**src/rtl/alu_trunc_issue.sv**
```systemverilog
// Registered operand-issue FIFO feeding the ALU32 truncation unit; pre-decodes B mode/cut-count.
// Optional activity counters (stat_issued, stat_stall) are built when ISSUE_STATS_EN is defined.
module alu_trunc_issue #(
    parameter int DEPTH = 2,
    parameter int OP_W  = 4
) (
    input  logic            clk,
    input  logic            rst,
    input  logic            in_valid,
    output logic            in_ready,
    input  logic [31:0]     in_a,
    input  logic [31:0]     in_b,
    input  logic [OP_W-1:0] in_op,
    output logic            out_valid,
    input  logic            out_ready,
    output logic [31:0]     out_a,
    output logic [31:0]     out_b,
    output logic [OP_W-1:0] out_op,
    output logic            out_mode,
    output logic            out_zero_cnt
`ifdef ISSUE_STATS_EN
    ,
    output logic [31:0]     stat_issued,
    output logic [31:0]     stat_stall
`endif
);

    localparam int PTR_W = $clog2(DEPTH);
    localparam int CNT_W = PTR_W + 1;

    typedef struct packed {
        logic [31:0]     a;
        logic [31:0]     b;
        logic [OP_W-1:0] op;
        logic            mode;
        logic            zero_cnt;
    } entry_t;

    entry_t             mem [DEPTH];
    logic [PTR_W-1:0]   rd_ptr;
    logic [PTR_W-1:0]   wr_ptr;
    logic [CNT_W-1:0]   count;

    logic               push;
    logic               pop;
    logic [PTR_W-1:0]   rd_next;
    logic [CNT_W-1:0]   count_next;
    entry_t             entry_in;
    entry_t             head_next;
    logic               head_load;

    assign in_ready  = (count != CNT_W'(DEPTH));
    assign out_valid = (count != {CNT_W{1'b0}});
    assign push      = in_valid & in_ready;
    assign pop       = out_valid & out_ready;

    // Next-state decode: pointer/count update and the entry that becomes the head after this edge.
    always_comb begin
        entry_in.a        = in_a;
        entry_in.b        = in_b;
        entry_in.op       = in_op;
        entry_in.mode     = in_b[31];
        entry_in.zero_cnt = (in_b[4:0] == 5'd0);

        if (pop) begin
            rd_next = rd_ptr + PTR_W'(1'b1);
        end else begin
            rd_next = rd_ptr;
        end

        case ({push, pop})
            2'b10:   count_next = count + CNT_W'(1'b1);
            2'b01:   count_next = count - CNT_W'(1'b1);
            default: count_next = count;
        endcase

        // The slot being written this cycle is the new head only when the queue drains to it.
        if (push && (wr_ptr == rd_next)) begin
            head_next = entry_in;
        end else begin
            head_next = mem[rd_next];
        end

        head_load = (count_next != {CNT_W{1'b0}});
    end

    // FIFO storage, pointers, count and registered head outputs.
    always_ff @(posedge clk) begin
        if (rst) begin
            rd_ptr       <= {PTR_W{1'b0}};
            wr_ptr       <= {PTR_W{1'b0}};
            count        <= {CNT_W{1'b0}};
            out_a        <= 32'd0;
            out_b        <= 32'd0;
            out_op       <= {OP_W{1'b0}};
            out_mode     <= 1'b0;
            out_zero_cnt <= 1'b0;
            for (int i = 0; i < DEPTH; i++) begin
                mem[i] <= '0;
            end
        end else begin
            if (push) begin
                mem[wr_ptr] <= entry_in;
                wr_ptr      <= wr_ptr + PTR_W'(1'b1);
            end
            rd_ptr <= rd_next;
            count  <= count_next;
            if (head_load) begin
                out_a        <= head_next.a;
                out_b        <= head_next.b;
                out_op       <= head_next.op;
                out_mode     <= head_next.mode;
                out_zero_cnt <= head_next.zero_cnt;
            end
        end
    end

`ifdef ISSUE_STATS_EN
    // Issue and back-pressure counters; both wrap naturally at 2^32.
    always_ff @(posedge clk) begin
        if (rst) begin
            stat_issued <= 32'd0;
            stat_stall  <= 32'd0;
        end else begin
            if (pop) begin
                stat_issued <= stat_issued + 32'd1;
            end
            if (out_valid && !out_ready) begin
                stat_stall <= stat_stall + 32'd1;
            end
        end
    end
`endif

endmodule

```
**config.mk**
```make
export PLATFORM = sky130hd
export DESIGN_NAME = alu_trunc_issue
export DESIGN_NICKNAME = d
export VERILOG_FILES = /design/src/rtl/alu_trunc_issue.sv
export SDC_FILE = /design/constraint.sdc
export NUM_CORES = 1
export LEC_CHECK = 0
export BUFFER_PORTS_ARGS = -buffer_cell sky130_fd_sc_hd__buf_2
export CORE_ASPECT_RATIO = 2
export CORE_MARGIN = 2
export CORE_UTILIZATION = 40
export CTS_CLUSTER_DIAMETER = 150
export DETAILED_ROUTE_END_ITERATION = 8
export SYNTH_ARGS = -nofsm -noshare
export SYNTH_HDL_FRONTEND = slang
export SYNTH_SLANG_ARGS = --single-unit
```
**constraint.sdc**
```tcl
create_clock -name clk -period 9.6 [get_ports clk]
set_clock_uncertainty 0.1 [all_clocks]
set_input_delay 1.92 -clock clk [delete_from_list [all_inputs] [get_ports clk]]
set_output_delay 1.92 -clock clk [all_outputs]
set_load 0.05 [all_outputs]
```
Yosys cells after proc, flatten, opt, wreduce, memory -nomap -nowiden:

Memory sizes are Yosys's and may differ from the RTL's. A register that Yosys moved wholly into a read port is not among the register bits.
Cells that the tools add are included.

* divide/modulo/power cells: 0
* $lt $le $gt $ge: 0
* reductions and logical operators: 4
* equality and inequality tests: 3
* $mul: 0
* $add $sub $neg: 4
* bitwise gates (word level): 2
* multiplexer cells: 10
* shift-type cells: 0

Operators with widths (count)
* two-way mux 70 bit: 1
* OR reduction 70 bit: 1
* two-way mux 1 bit: 8
* logical NOT 5 bit: 1
* one-hot mux 2 bit (2 select lines): 1
* nonzero test 2 bit: 2
* adder 1 bit, second input constant: 2
* adder 2 x 1 -> 2 bit, second input constant: 1
* bitwise AND 1 bit: 2
* equality test 2 x 1 -> 1 bit, second input constant: 1
* equality test 2 bit, second input constant: 1
* inequality test 2 bit, second input constant: 1
* subtractor 2 x 1 -> 2 bit, second input constant: 1

* register bits: 4
* logic and storage cells: 27
* output and inout bits: 72
* bits in writable memories: 140
* latch bits: 0
* memories: 1
* memory bits (read-only): 0

Memories
* mem: words 2, bits a word 70, read ports 1, clocked after Yosys merged registers in 1, wr ports 2, RTL line 39 `entry_t mem [DEPTH];`

Logic depth before layout (Yosys ltp):

Gate-level depths: netlist (run 1).

* word-level depth: 7
* mapped depth: 9

Least setup slack after synthesis (run 1):

Ideal clock, no wire load.

* path kind: input to register
* from: input port rst
* to: memory mem[1][0] (netlist name) (enable)
* setup slack: 1.409 ns
* required time: 8.908 ns
* stages: 5
* setup time: 0.592 ns
* data arrival time: 7.499 ns
* path through: clkbuf_1 > inv_1 > nand3_1 > clkbuf_1 > o21ai_0

RTL lines
* start: declaration: RTL line 8 `input logic rst,`
* end: declaration: RTL line 39

Final worst setup path (run 1):

* from: input port out_ready
* to: register out_b[4] (read register of mem)

* longest elaborated chain between the ends: 4

Ends and longest elaborated chain
* start: declaration: RTL line 15 `input logic out_ready,`
* bitwise AND 1 bit *: RTL line 55 `assign pop = out_valid & out_ready;`
* equality test 2 x 1 -> 1 bit or equality test 2 bit (tied branches): RTL line 71 `case ({push, pop})`
* one-hot mux 2 bit (2 select lines): RTL line 71
* nonzero test 2 bit: RTL line 84 `head_load = (count_next != {CNT_W{1'b0}});`
* end: declaration: RTL line 17 `output logic [31:0] out_b,`

Mark *: on every way between the ends. The rest lies on a longest branch, timed or not.
A chain may end at the register's enable or synchronous reset.

==> out/metrics.yaml, run 1 <==
row_count: 76
syn_nets: 836
clkTransAtPathRegs_ns: 0.06
fmax_mhz: 210
fin_tns_setup_ns: 0
power_leakage_nw: 4.32
avgViaCountPerCell: 5.59
fillers: 2061
start_kind: "input port"
die_area_um2: 23100
drive_above_1_share: 0.220
wl_mm: 22.9
ir_drop_uv: 519
fin_crit_sh: 0.497
cts_tree: "done"
slowest_delay_ns: 0.93
ys_ff_latch: 211
setup_ws_ns: 4.83
max_cap_violations: 0
required_ns: 9.93
cts_buffer_depth: 3
synth_top_area_frac: 0.475
synth_area_leaders: "edfxtp_1 (47%), dfxtp_1 (17%), a221o_1 (6.9%), nand2_1 (5.6%), and2_1 (4.9%)"
dp_slack_ns: 4.31
crit_chain: "buf_2, o21a_1, ha_1, nor2b_1, a211oi_2, nor2_1, nor3_4, buf_4, a221o_1"
gp_congestion: 0.737
cts_setup_buffers: 0
hold_violations: 0
synth_area_um2: 8730
cp-end-kind: "flop"
cts_made_buffers: 20
synth_top_area_cell: "edfxtp_1"
slowest_stage: "nor3_4"
hp-class: "flop to flop"
nets: 947
dr.pass1.iters: 5
wl_per_cell_um: 19.7
rsz0062_at_grt: "no"
critPathKind: "input port to flop"
grt_max_degree: 91
regToRegSetupSlack_ns: 5.76
track_usage: 0.198
yosys_warnings: 0
r2r_start: "count[0]"
first_global_vias: 6453
min_period_ns: 4.77
core_area_um2: 21500
r2r_end: "out_b[4]"
setup_viol: 0
tightest_slew_ns: 1.15
antenna_found_initial: 3
dieHeight_um: 213
drtIter0Drc: 416
p_per_area_nw_per_um2: 345
clock_sinks: 211
area_growth_pct: 18.4
worstPathArrival_ns: 5.10
route.vias.total: 6507
grt_pass1_wl_mm: 35.3
numPortBuffers: 143
hold_buffers: 0
crit_path_max_fanout: 35
yosysSeqAreaShare: 0.642
finalMaxSlewViolations: 0
root_buffer: "clkbuf_16"
dp_hpwl_mm: 12.7
cts_resized: 0
relSlewSlack: 0.231
cts.htree.levels: 1
crit_path_end: "out_b[4]"
die_w_um: 108
ant_nets: 0
avgSynthCellArea_um2: 11.4
grt-ovfl-total: 0
drc: 0
status: "complete, no violations"
syn_inst: 763
ioPinCount: 144
clkLatencyLatePin_ns: 0.50
cp-startpoint: "out_ready"
initial_core_util: 0.406
ys_types: 30
r2r_cells: 9
## cells in the mapped netlist
cell type and count:
a211oi_2 1, a21boi_1 1, a21oi_1 70, a221o_1 60
a32o_1 9, and2_1 68, and3_1 68, buf_2 15
buf_4 1, clkbuf_1 49, dfxtp_1 73, edfxtp_1 138
ha_1 1, inv_1 4, nand2_1 131, nand2b_1 1
nand3_1 10, nor2_1 16, nor2b_1 2, nor3_1 14
nor3_2 1, o211ai_1 9, o21a_1 1, o21ai_0 12
o221ai_2 1, or2_2 1, or3_1 1, xnor2_1 3
xnor3_1 1, xor2_1 1
## layer usage
metal / routed length [um] / share of wire / GRT usage
met1: 9080 / 0.40 / 0.241
met2: 11900 / 0.52 / 0.351
met3: 1250 / 0.054 / 0.0229
met4: 697 / 0.030 / 0.0831
met5: 0 / 0 / 0
## layout by cell type, fill, tap and decap left out, types with 3 or more instances in the layout
cell type	count
a21oi_1	70
a221o_1	60
a32o_1	9
and2_1	68
and3_1	68
buf_2	143
buf_4	11
clkbuf_1	4
clkbuf_16	22
clkinv_1	4
dfxtp_1	72
diode_2	3
edfxtp_1	138
inv_1	4
nand2_1	131
nand3_1	9
nor2_1	14
nor3_1	13
o211ai_1	9
o21ai_0	10
## layout make-up
cell class / count / area [um^2] / area share
diodes: 3 / 7.51 / 0.000726
flip-flops and latches: 211 / 5610 / 0.542
clock inverters: 8 / 38.8 / 0.00375
multi-input cells: 483 / 2940 / 0.284
well taps: 273 / 342 / 0.0330
clock buffers: 28 / 593 / 0.0574
repair buffers: 154 / 798 / 0.0772
inverters: 4 / 15.0 / 0.00145
## registers in the layout, indices dropped and copies added, names as in the netlist
register,cells
out_a,32
mem,138
wr_ptr,1
out_zero_cnt,1
rd_ptr,1
count,2
out_b,32
out_op,4
## power breakdown
group	internal [mW]	leakage, nW	switching, mW
Sequential	1.21	2.06	0.122
Combinational	0.358	1.95	1.11
Clock	0.432	0.309	0.336
## cells by family (layout without fill, tap and decap cells)
| kind of cell | count (synthesis) | in the layout | share of synthesized area |
|---|---|---|---|
| buffers and inverters | 69 | 194 | 0.0322 |
| adder cells (fa/ha/maj) | 1 | 1 | 0.00143 |
| flip-flops | 211 | 211 | 0.642 |
| AO/OA/AOI/OAI | 164 | 164 | 0.139 |
| AND/OR/NAND/NOR | 313 | 313 | 0.179 |
| other | 0 | 3 | 0 |
| XOR/XNOR | 5 | 5 | 0.00659 |
## worst max-delay path, delay by kind of cell
family | cells | cell delay, ns
fa+ha+maj | 1 | 0.33
compound gates | 3 | 0.91
buf+inv | 2 | 0.66
simple gates | 3 | 1.25
## stage by stage
stage / std cells / hold WS, ns / cell area, um^2 / power, mW / util
6_report: 1164 / 0.368 / 10300 / 3.57 / 0.481
4_1_cts: 1161 / 0.375 / 10300 / 3.60 / 0.481
3_5_place_dp: 1125 / 0.358 / 9700 / 2.83 / 0.451
3_3_place_gp: 1125 / 0.349 / 9700 / 2.81 / 0.451
5_1_grt: 1164 / 0.398 / 10300 / 3.74 / 0.481
2_1_floorplan: 763 / 0.411 / 8730 / 2.43 / -
## worst min-delay path by stage
stage | depth (start not counted) | startpoint | to
6_report | 1 | out_a[2] | out_a[2]
5_1_grt | 1 | out_a[15] | out_a[15]
4_1_cts | 1 | out_a[2] | out_a[2]
3_5_place_dp | 1 | out_a[8] | out_a[8]
3_3_place_gp | 1 | out_a[2] | out_a[2]
2_1_floorplan | 2 | count[1] | count[1]
(Power assumes the default switching activity.)
==> run 2, diff against run 1 <==
==> constraint.sdc (replaced) <==
create_clock -name clk -period 4.8 [get_ports clk]
set_clock_uncertainty 0.1 [all_clocks]
set_input_delay 0.96 -clock clk [delete_from_list [all_inputs] [get_ports clk]]
set_output_delay 0.96 -clock clk [all_outputs]
set_load 0.05 [all_outputs]
==> out/metrics.yaml, run 2 (same netlist as run 1, synthesis figures left out) <==
setup_ws_ns: 1.69
crit_path_max_fanout: 43
initial_core_util: 0.406
dp_hpwl_mm: 12.9
cts.htree.levels: 1
cts_buffer_depth: 3
drtIter0Drc: 381
drc: 0
grt_use_met3: 0.0232
slowest_stage: "dfxtp_2"
clkTransAtPathRegs_ns: 0.06
total_power_mw: 7.05
grtUsageMet2: 0.336
start_kind: "flop"
rsz0062_at_grt: "no"
core_area_um2: 21500
die_w_um: 108
ant_nets: 0
postLayoutCoreUtil: 0.482
gp_congestion: 0.801
cts_resized: 0
instances_no_fill: 1169
worstPathArrival_ns: 3.39
relSlewSlack: 0.338
tightest_slew_ns: 0.993
fmax_mhz: 322
critPathKind: "flop to flop"
cts_tree: "done"
grt_pass1_wl_mm: 34.2
cp-end-kind: "flop"
antenna_found_initial: 1
track_usage: 0.192
max_cap_violations: 0
hold_buffers: 0
avgViaCountPerCell: 5.48
grt_max_degree: 89
p_per_area_nw_per_um2: 680
largest_reg_flops: 138
wl_per_cell_um: 19.0
hold_violations: 0
grtUsageMet1: 0.241
clkLatencyLatePin_ns: 0.50
layout_commonest_cell: "buf_2"
cts_made_buffers: 20
busiest_layer: "met2"
nets: 954
dr.pass1.iters: 5
placed_cells_incl_taps: 1132
status: "complete, no violations"
route.vias.total: 6402
wl_mm: 22.3
dieHeight_um: 213
drive_above_1_share: 0.225
root_buffer: "clkbuf_16"
cts_setup_buffers: 0
largestRegisters: "mem x138, out_a x32, out_b x32"
path_buf_inv: 2
numPortBuffers: 143
crit_chain: "inv_1, xnor3_1, o221ai_4, buf_4, a21oi_1, a221o_1"
cp_top_family: "flip-flops"
whs_ns: 0.366
first_global_vias: 6283
die_area_um2: 23100
min_period_ns: 3.11
area_growth_pct: 18.7
design_area_um2: 10400
finalMaxSlewViolations: 0
fin_tns_setup_ns: 0
largest_register: "mem"
placed_area_um2: 9760
row_count: 76
required_ns: 5.08
hp-class: "flop to flop"
grt-ovfl-total: 0
power_leakage_nw: 4.34
setup_viol: 0
ir_drop_uv: 803
dp_slack_ns: 1.37
fin_crit_sh: 0.648
slowest_delay_ns: 0.91
ioPinCount: 144
layout_common_cells: "buf_2 (143), edfxtp_1 (138), nand2_1 (131), dfxtp_1 (72), a21oi_1 (70)"
clock_sinks: 211
-- run 2: cell types whose count changed in the layout (fill, tap and decap cells not counted), sizes merged --
cell,before,now
diode,3,1
clkinv,6,7
clkbuf,28,27
buf,154,161
-- run 2: metal layers --
layer / routed length [um] / part of all wire / vias up
met3: 1080 / 0.049 / 31
met5: 0 / 0 / -
met2: 11600 / 0.52 / 189
met4: 611 / 0.027 / 0
li1: - / - / 3032
met1: 8920 / 0.40 / 3150
-- run 2: power by group --
group	internal (mW)	switching [mW]	leakage (nW)
clock network	0.806	0.666	0.291
logic	0.733	2.18	1.99
registers	2.42	0.243	2.06
-- run 2: path summary, 6_finish.rpt --
| kind | from | endpoint | slack [ns] | cells past startpoint |
|---|---|---|---|---|
| max | wr_ptr | out_b[9] | 1.69 | 6 |
| min | out_a[8] | out_a[8] | 0.37 | 1 |
| max reg2reg | wr_ptr | out_b[9] | 1.69 | 6 |
| min reg2reg | out_a[8] | out_a[8] | 0.37 | 1 |
-- run 2: layout make-up --
type                       count  area [um^2]
clock buffer                  27          548
clock inverter                 9         47.5
fill                        2103        11100
timing repair buffer         161          863
antenna                        1         2.50
tap                          273          342
sequential                   211         5610
inverter                       4         15.0
multi-input combinational    483         2940
-- run 2: worst register-to-register path: stages (launching register included) --
cell      delay [ns]
dfxtp_2         0.91
inv_1           0.34
xnor3_1         0.55
o221ai_4        0.22
buf_4           0.46
a21oi_1         0.14
a221o_1         0.29
